<file path="src/rtl/ad7606_read_sequencer_pkg.sv">
`timescale 1ns/1ps
// Shared definitions for the AD7606 read sequencer: FSM state codes,
// pin level names, default frame sync word and a saturating counter helper.
package ad7606_read_sequencer_pkg;

  localparam logic [2:0] ST_IDLE         = 3'd0;
  localparam logic [2:0] ST_CONVST       = 3'd1;
  localparam logic [2:0] ST_WAIT_BUSY_HI = 3'd2;
  localparam logic [2:0] ST_WAIT_BUSY_LO = 3'd3;
  localparam logic [2:0] ST_HEADER       = 3'd4;
  localparam logic [2:0] ST_RD_LO        = 3'd5;
  localparam logic [2:0] ST_RD_HI        = 3'd6;

  localparam logic HI = 1'b1;
  localparam logic LO = 1'b0;

  localparam logic [15:0] DEFAULT_SYNC_WORD = 16'hA5A5;

  // Increment that sticks at all-ones instead of wrapping
  function automatic logic [15:0] sat_inc16(input logic [15:0] v);
    return (v == 16'hFFFF) ? v : v + 16'd1;
  endfunction

endpackage

</file>
<file path="src/rtl/daq_conv_timer.sv">
`timescale 1ns/1ps
// Conversion period timer: counts 0..CONV_PERIOD-1 while enabled, held at 0
// otherwise. tick_o marks count 0, so the first tick comes right at enable.
module daq_conv_timer #(
  parameter int CONV_PERIOD = 500
) (
  input  logic clk_i,
  input  logic reset_i,
  input  logic enable_i,
  output logic tick_o
);

  localparam int CW = (CONV_PERIOD > 2) ? $clog2(CONV_PERIOD) : 1;

  logic [CW-1:0] count_reg;

  // Free-running period counter, parked at zero while disabled
  always_ff @(posedge clk_i or posedge reset_i) begin
    if (reset_i) begin
      count_reg <= '0;
    end else if (!enable_i) begin
      count_reg <= '0;
    end else if (count_reg == CW'(CONV_PERIOD - 1)) begin
      count_reg <= '0;
    end else begin
      count_reg <= count_reg + CW'(1);
    end
  end

  assign tick_o = enable_i && (count_reg == '0);

endmodule

</file>
<file path="src/rtl/ad7606_read_sequencer.sv">
`timescale 1ns/1ps
// AD7606 read sequencer: per period tick pulses CONVST, waits out BUSY,
// reads NUM_CH words over CS/RD and writes sync header + samples to the FIFO.
// Build option: define ADSEQ_TIMESTAMP_EN to append a 32-bit frame number
// (high half, then low half) after the sync word.
module ad7606_read_sequencer
  import ad7606_read_sequencer_pkg::*;
#(
  parameter int          CONV_PERIOD  = 500,
  parameter int          CONVST_LOW   = 50,
  parameter int          NUM_CH       = 8,
  parameter int          RD_LOW       = 3,
  parameter int          RD_HIGH      = 2,
  parameter int          BUSY_TIMEOUT = 16,
  parameter logic [15:0] SYNC_WORD    = DEFAULT_SYNC_WORD
) (
  input  logic        clk_i,
  input  logic        reset_i,
  input  logic        enable_i,
  input  logic [2:0]  os_sel_i,
  output logic [2:0]  os_o,
  output logic        convst_o,
  input  logic        busy_i,
  input  logic        frstdata_i,
  output logic        cs_n_o,
  output logic        rd_n_o,
  input  logic [15:0] db_i,
  output logic [15:0] fifo_data_o,
  output logic        fifo_wrreq_o,
  input  logic        fifo_wrfull_i,
  output logic        overrun_o,
  output logic        frame_err_o,
  output logic [15:0] drop_cnt_o
);

  localparam logic [15:0] CONVST_END = 16'(CONVST_LOW - 1);
  localparam logic [15:0] TIMEOUT_END = 16'(BUSY_TIMEOUT - 1);
  localparam logic [15:0] RD_LO_END = 16'(RD_LOW - 1);
  localparam logic [15:0] RD_HI_END = 16'(RD_HIGH - 1);
  localparam logic [3:0]  LAST_CH = 4'(NUM_CH - 1);

  logic        tick;
  logic [2:0]  state_reg;
  logic [15:0] cnt_reg;
  logic [3:0]  ch_reg;
  logic        busy_meta_reg, busy_sync_reg;
  logic        convst_reg, cs_n_reg, rd_n_reg;
  logic        wrreq_reg, overrun_reg, frame_err_reg;
  logic [15:0] data_reg, drop_cnt_reg;
  logic [2:0]  os_reg;
  logic        dropped_reg, ferr_seen_reg;
  logic [15:0] hdr_word;
  logic        hdr_last;
  logic        frame_done;
  logic        frst_bad;

  daq_conv_timer #(.CONV_PERIOD(CONV_PERIOD)) u_timer (
    .clk_i    (clk_i),
    .reset_i  (reset_i),
    .enable_i (enable_i),
    .tick_o   (tick)
  );

  // Last RD-high cycle of the last channel closes the frame
  assign frame_done = (state_reg == ST_RD_HI) && (cnt_reg == RD_HI_END) && (ch_reg == LAST_CH);
  // FRSTDATA must be high exactly on channel 0
  assign frst_bad = (ch_reg == 4'd0) ? !frstdata_i : frstdata_i;

`ifdef ADSEQ_TIMESTAMP_EN
  logic [1:0]  hdr_idx_reg;
  logic [31:0] frame_no_reg;

  // Header slot index and frame number (counts every finished read, dropped or not)
  always_ff @(posedge clk_i or posedge reset_i) begin
    if (reset_i) begin
      hdr_idx_reg  <= 2'd0;
      frame_no_reg <= 32'd0;
    end else begin
      if (state_reg == ST_HEADER) hdr_idx_reg <= hdr_last ? 2'd0 : hdr_idx_reg + 2'd1;
      if (frame_done) frame_no_reg <= frame_no_reg + 32'd1;
    end
  end

  // Header word select: sync, frame_no high half, frame_no low half
  always_comb begin
    hdr_word = SYNC_WORD;
    hdr_last = (hdr_idx_reg == 2'd2);
    if (hdr_idx_reg == 2'd1)      hdr_word = frame_no_reg[31:16];
    else if (hdr_idx_reg == 2'd2) hdr_word = frame_no_reg[15:0];
  end
`else
  assign hdr_word = SYNC_WORD;
  assign hdr_last = 1'b1;
`endif

  // Two-stage synchroniser for the asynchronous BUSY line
  always_ff @(posedge clk_i or posedge reset_i) begin
    if (reset_i) begin
      busy_meta_reg <= LO;
      busy_sync_reg <= LO;
    end else begin
      busy_meta_reg <= busy_i;
      busy_sync_reg <= busy_meta_reg;
    end
  end

  // Conversion / read sequencer with registered pin and FIFO outputs
  always_ff @(posedge clk_i or posedge reset_i) begin
    if (reset_i) begin
      state_reg     <= ST_IDLE;
      cnt_reg       <= 16'd0;
      ch_reg        <= 4'd0;
      convst_reg    <= HI;
      cs_n_reg      <= HI;
      rd_n_reg      <= HI;
      wrreq_reg     <= LO;
      data_reg      <= 16'd0;
      os_reg        <= 3'd0;
      overrun_reg   <= LO;
      frame_err_reg <= LO;
      drop_cnt_reg  <= 16'd0;
      dropped_reg   <= LO;
      ferr_seen_reg <= LO;
    end else begin
      wrreq_reg     <= LO;
      overrun_reg   <= LO;
      frame_err_reg <= LO;
      // A tick arriving mid-frame is lost; flag it but do not count it as a drop
      if (tick && state_reg != ST_IDLE) overrun_reg <= HI;
      case (state_reg)
        ST_IDLE: begin
          os_reg <= os_sel_i;
          if (tick) begin
            convst_reg <= LO;
            cnt_reg    <= 16'd0;
            state_reg  <= ST_CONVST;
          end
        end
        ST_CONVST: begin
          if (cnt_reg == CONVST_END) begin
            convst_reg <= HI;
            cnt_reg    <= 16'd0;
            state_reg  <= ST_WAIT_BUSY_HI;
          end else begin
            cnt_reg <= cnt_reg + 16'd1;
          end
        end
        ST_WAIT_BUSY_HI: begin
          if (busy_sync_reg) begin
            state_reg <= ST_WAIT_BUSY_LO;
          end else if (cnt_reg == TIMEOUT_END) begin
            frame_err_reg <= HI;
            state_reg     <= ST_IDLE;
          end else begin
            cnt_reg <= cnt_reg + 16'd1;
          end
        end
        ST_WAIT_BUSY_LO: begin
          if (!busy_sync_reg) begin
            dropped_reg   <= LO;
            ferr_seen_reg <= LO;
            state_reg     <= ST_HEADER;
          end
        end
        ST_HEADER: begin
          data_reg <= hdr_word;
          if (!dropped_reg && !fifo_wrfull_i) wrreq_reg <= HI;
          else dropped_reg <= HI;
          if (hdr_last) begin
            cs_n_reg  <= LO;
            rd_n_reg  <= LO;
            cnt_reg   <= 16'd0;
            ch_reg    <= 4'd0;
            state_reg <= ST_RD_LO;
          end
        end
        ST_RD_LO: begin
          if (cnt_reg == RD_LO_END) begin
            // Sample on the last low cycle; write lands on the following cycle
            data_reg <= db_i;
            if (!dropped_reg && !fifo_wrfull_i) wrreq_reg <= HI;
            else dropped_reg <= HI;
            if (frst_bad && !ferr_seen_reg) frame_err_reg <= HI;
            ferr_seen_reg <= ferr_seen_reg | frst_bad;
            rd_n_reg  <= HI;
            cnt_reg   <= 16'd0;
            state_reg <= ST_RD_HI;
          end else begin
            cnt_reg <= cnt_reg + 16'd1;
          end
        end
        ST_RD_HI: begin
          if (frame_done) begin
            cs_n_reg  <= HI;
            cnt_reg   <= 16'd0;
            state_reg <= ST_IDLE;
            if (dropped_reg) begin
              overrun_reg  <= HI;
              drop_cnt_reg <= sat_inc16(drop_cnt_reg);
            end
          end else if (cnt_reg == RD_HI_END) begin
            ch_reg    <= ch_reg + 4'd1;
            rd_n_reg  <= LO;
            cnt_reg   <= 16'd0;
            state_reg <= ST_RD_LO;
          end else begin
            cnt_reg <= cnt_reg + 16'd1;
          end
        end
        default: state_reg <= ST_IDLE;
      endcase
    end
  end

  assign os_o         = os_reg;
  assign convst_o     = convst_reg;
  assign cs_n_o       = cs_n_reg;
  assign rd_n_o       = rd_n_reg;
  assign fifo_data_o  = data_reg;
  assign fifo_wrreq_o = wrreq_reg;
  assign overrun_o    = overrun_reg;
  assign frame_err_o  = frame_err_reg;
  assign drop_cnt_o   = drop_cnt_reg;

endmodule

</file>
<file path="config.mk">
export PLATFORM = sky130hd
export DESIGN_NAME = ad7606_read_sequencer
export DESIGN_NICKNAME = d
export VERILOG_FILES = /design/src/rtl/ad7606_read_sequencer_pkg.sv /design/src/rtl/daq_conv_timer.sv /design/src/rtl/ad7606_read_sequencer.sv
export SDC_FILE = /design/constraint.sdc
export NUM_CORES = 1
export LEC_CHECK = 0
export ABC_AREA = 1
export CORE_ASPECT_RATIO = 2
export CORE_MARGIN = 1.5
export CORE_UTILIZATION = 42
export CTS_CLUSTER_SIZE = 25
export DETAILED_ROUTE_END_ITERATION = 10
export PLACE_DENSITY_LB_ADDON = 0.25
export SYNTH_ARGS = -nofsm -noshare
export SYNTH_HDL_FRONTEND = slang
export SYNTH_HIERARCHICAL = 1
export SYNTH_SLANG_ARGS = --single-unit
export TNS_END_PERCENT = 50
</file>
<file path="constraint.sdc">
create_clock -name clk_i -period 6.6 [get_ports clk_i]
set_clock_uncertainty 0.2 [all_clocks]
set_input_delay 1.65 -clock clk_i [delete_from_list [all_inputs] [get_ports clk_i]]
set_output_delay 1.65 -clock clk_i [all_outputs]
set_load 0.005 [all_outputs]
</file>
==> flow_summary.yaml <==
global_route:
  antenna_found_initial: 0
  grt_max_degree: 53
  grt_pass1_vias: 4304
  grt_use_total: 0.222
  grt_pass1_wl_um: 20200
  overflow: 0
setup_path:
  slowest_delay_ps: 590
  crit_arrival_ps: 3540
  cp_top_family: "buffers and inverters"
  cp_slowest_cell: "clkdlybuf4s50_1"
  setup.worst_path.start_class: "primary input"
  cpMostUsedCell: "nand2_2"
  crit_buf_inv: 3
  critical_path_class: "primary input to flip-flop"
  path_cells: "clkdlybuf4s50_1 > nand3b_1 > nor2_1 > inv_1 > nand3_1 > nand2_2 > nor2_4 > nand2_2 > inv_2 > nand2_1 > o21ai_2"
  r2r_slack_ps: 3910
  worstPathRequired_ps: 6650
  crit_path_end_kind: "flip-flop"
  cp_max_fo: 15
placement:
  dp_hpwl_um: 9250
  place.gp.congestion: 0.878
  dp_cells: 804
  portBuffers: 65
clock_network:
  post_cts_buffers: 0
  cts_root_buf: "clkbuf_16"
  cts_made_buffers: 9
  htreeDepth: 3
  clkSlewWorstSetupHoldPaths_ps: 60
  post_cts_resized: 0
  cts_tree: "built"
  clk_latency_ps: 340
  cts_sinks: 77
  cts_max_path_buffers: 2
  hold_buffers: 0
sta:
  rsz0062_at_grt: "false"
  worst_slew_pin_slew_ps: 889
  tns_ps: 0
  hold_violations: 0
  fmax_ghz: 0.286
  slew_viol_final: 0
  layout_min_cycle_time_ps: 3490
  fin_crit_sh: 0.529
  relSlewSlack: 0.407
  setup_viol: 0
drt:
  vias: 4310
  drc: 0
  via_per_inst: 5.26
  drt_iter0_markers: 244
  firstDrtPassIters: 6
  wl_um: 12200
  post_drt_wl_per_cell_um: 14.9
  ant_nets: 0
job:
  max-cap-violations: 0
logic_synthesis:
  synth_area_per_cell_um2: 7.57
  ys_seq_area_frac: 0.418
  synth_cell_types: 41
  synth_edf_count: 0
  synth_flop_cell: "dfrtp_1"
  netlist_instances: 610
  syn_area_um2: 4620
  synth_nets: 643
  yosysWarnings: 6
  yosys_register_bits: 77
  async_flop_share: 1.00
die:
  die_h_um: 151
  row_count: 54
  die_x_um: 77.1
  core-area_um2: 10800
  dieArea_um2: 11700
  initial_core_util: 0.427
  ioPinCount: 66
pwr:
  p_switching_uw: 210
  p_per_area_nw_per_um2: 185
  ir_drop_v: 0.000127
  p_leak_uw: 0.00267
  seqPwrFrac: 0.454
  combPwrFrac: 0.034
  p_sw_frac: 0.199
  power_frac_clock: 0.512
  internal_power_uw: 843
layout:
  final_cell_count_no_fill: 820
  area_delta_synth_final_pct: 23.0
  final_util: 0.525
  antenna_cells: 0
  nNetsFinal: 708
  drive_gt1_frac: 0.112
min_path:
  min_path_type: "flip-flop to flip-flop"
outcome:
  outcome: "finished clean"
==> cell families (layout without fill, tap and decap cells) <==
kind of cell | after synthesis | after routing | synth area share
XOR/XNOR | 19 | 19 | 0.0360
AND/OR/NAND/NOR | 384 | 384 | 0.382
adder cells (fa/ha/maj) | 8 | 8 | 0.0217
AO/OA/AOI/OAI | 53 | 53 | 0.0721
flip-flops | 77 | 77 | 0.418
buffers and inverters | 69 | 139 | 0.0696
==> worst reg2reg max path, cell delays in order, from the launching register on <==
cell	delay [ps]
dfrtp_1	470
inv_1	110
nand2_1	90
nor2_2	690
inv_1	440
o21ai_0	260
inv_1	90
o21ai_0	170
nand2_1	70
==> placed cells by master, fill, tap and decap left out, drive strengths merged <==
| master | instances |
|---|---|
| a21boi | 1 |
| a21oi | 6 |
| a31oi | 1 |
| a41oi | 1 |
| buf | 1 |
| bufinv | 2 |
| clkbuf | 12 |
| clkdlybuf4s50 | 65 |
| clkinv | 4 |
| dfrtp | 74 |
| dfstp | 3 |
| ha | 8 |
| inv | 55 |
| nand2 | 224 |
| nand3 | 68 |
| nand3b | 1 |
| nand4 | 13 |
| nor2 | 67 |
| nor3 | 9 |
| o211ai | 8 |
| o21ai | 33 |
| o21bai | 2 |
| o22ai | 1 |
| or2 | 2 |
| xnor2 | 5 |
| xor2 | 14 |
==> stage by stage <==
| stage | setup slack [ps] | total power, µW | hold slack [ps] | instance area, µm² |
|---|---|---|---|---|
| 2_1_floorplan | 3040 | 501 | 131 | 4620 |
| 3_3_place_gp | 2860 | 523 | 139 | 5350 |
| 3_5_place_dp | 2790 | 523 | 140 | 5350 |
| 4_1_cts | 3140 | 1070 | 155 | 5680 |
| 5_1_grt | 2930 | 1090 | 162 | 5680 |
| 6_report | 3110 | 1050 | 149 | 5680 |
==> Yosys cell counts (6+ instances only) <==
master    count  area share
nand2_1     211        0.17
dfrtp_1      74        0.40
nand3_1      65       0.070
inv_1        47       0.038
nor2_1       46       0.037
o21ai_0      25       0.027
nor2_2       14       0.019
xor2_1       14       0.027
nand4_1      12       0.016
nand2_2      10       0.014
ha_1          8       0.022
nor3_1        8      0.0087
o211ai_1      8       0.013
a21oi_1       6      0.0065
inv_2         6      0.0049
nor2_4        6       0.015
==> power by group through the flow <==
| stage | clock network (µW) | logic (µW) | registers (µW) |
|---|---|---|---|
| 2_1_floorplan | 0 | 15.2 | 486 |
| 3_3_place_gp | 0 | 36.3 | 486 |
| 3_5_place_dp | 0 | 37.0 | 486 |
| 4_1_cts | 551 | 37.2 | 478 |
| 5_1_grt | 574 | 40.4 | 478 |
| 6_report | 540 | 35.9 | 478 |
==> layout make-up <==
cell class / instances / area [µm²]
fillers: 1062 / 5130
multi-input cells: 464 / 2360
flip-flops and latches: 77 / 1930
repair buffers: 66 / 658
clock buffers: 12 / 256
inverters: 57 / 224
well taps: 140 / 175
clock inverters: 4 / 70.1
==> per-layer routing <==
metal  GRT usage  up-vias  wire [µm]
met2       0.408      110       6740
met5           0        -          0
met3      0.0349       40        368
met1       0.224     2069       4480
li1            -     2091          -
met4       0.155        0        661
==> path summary, 6_finish.rpt <==
kind / endpoint / cells after the start / startpoint
max: cnt_reg[7] / 11 / enable_i
min: busy_sync_reg / 0 / busy_meta_reg
max reg2reg: ferr_seen_reg / 8 / state_reg[1]
min reg2reg: busy_sync_reg / 0 / busy_meta_reg
max in group asynchronous: fifo_data_o[0] / 3 / reset_i
min in group asynchronous: drop_cnt_o[11] / 2 / reset_i
Power figures use the tool's default switching activity.
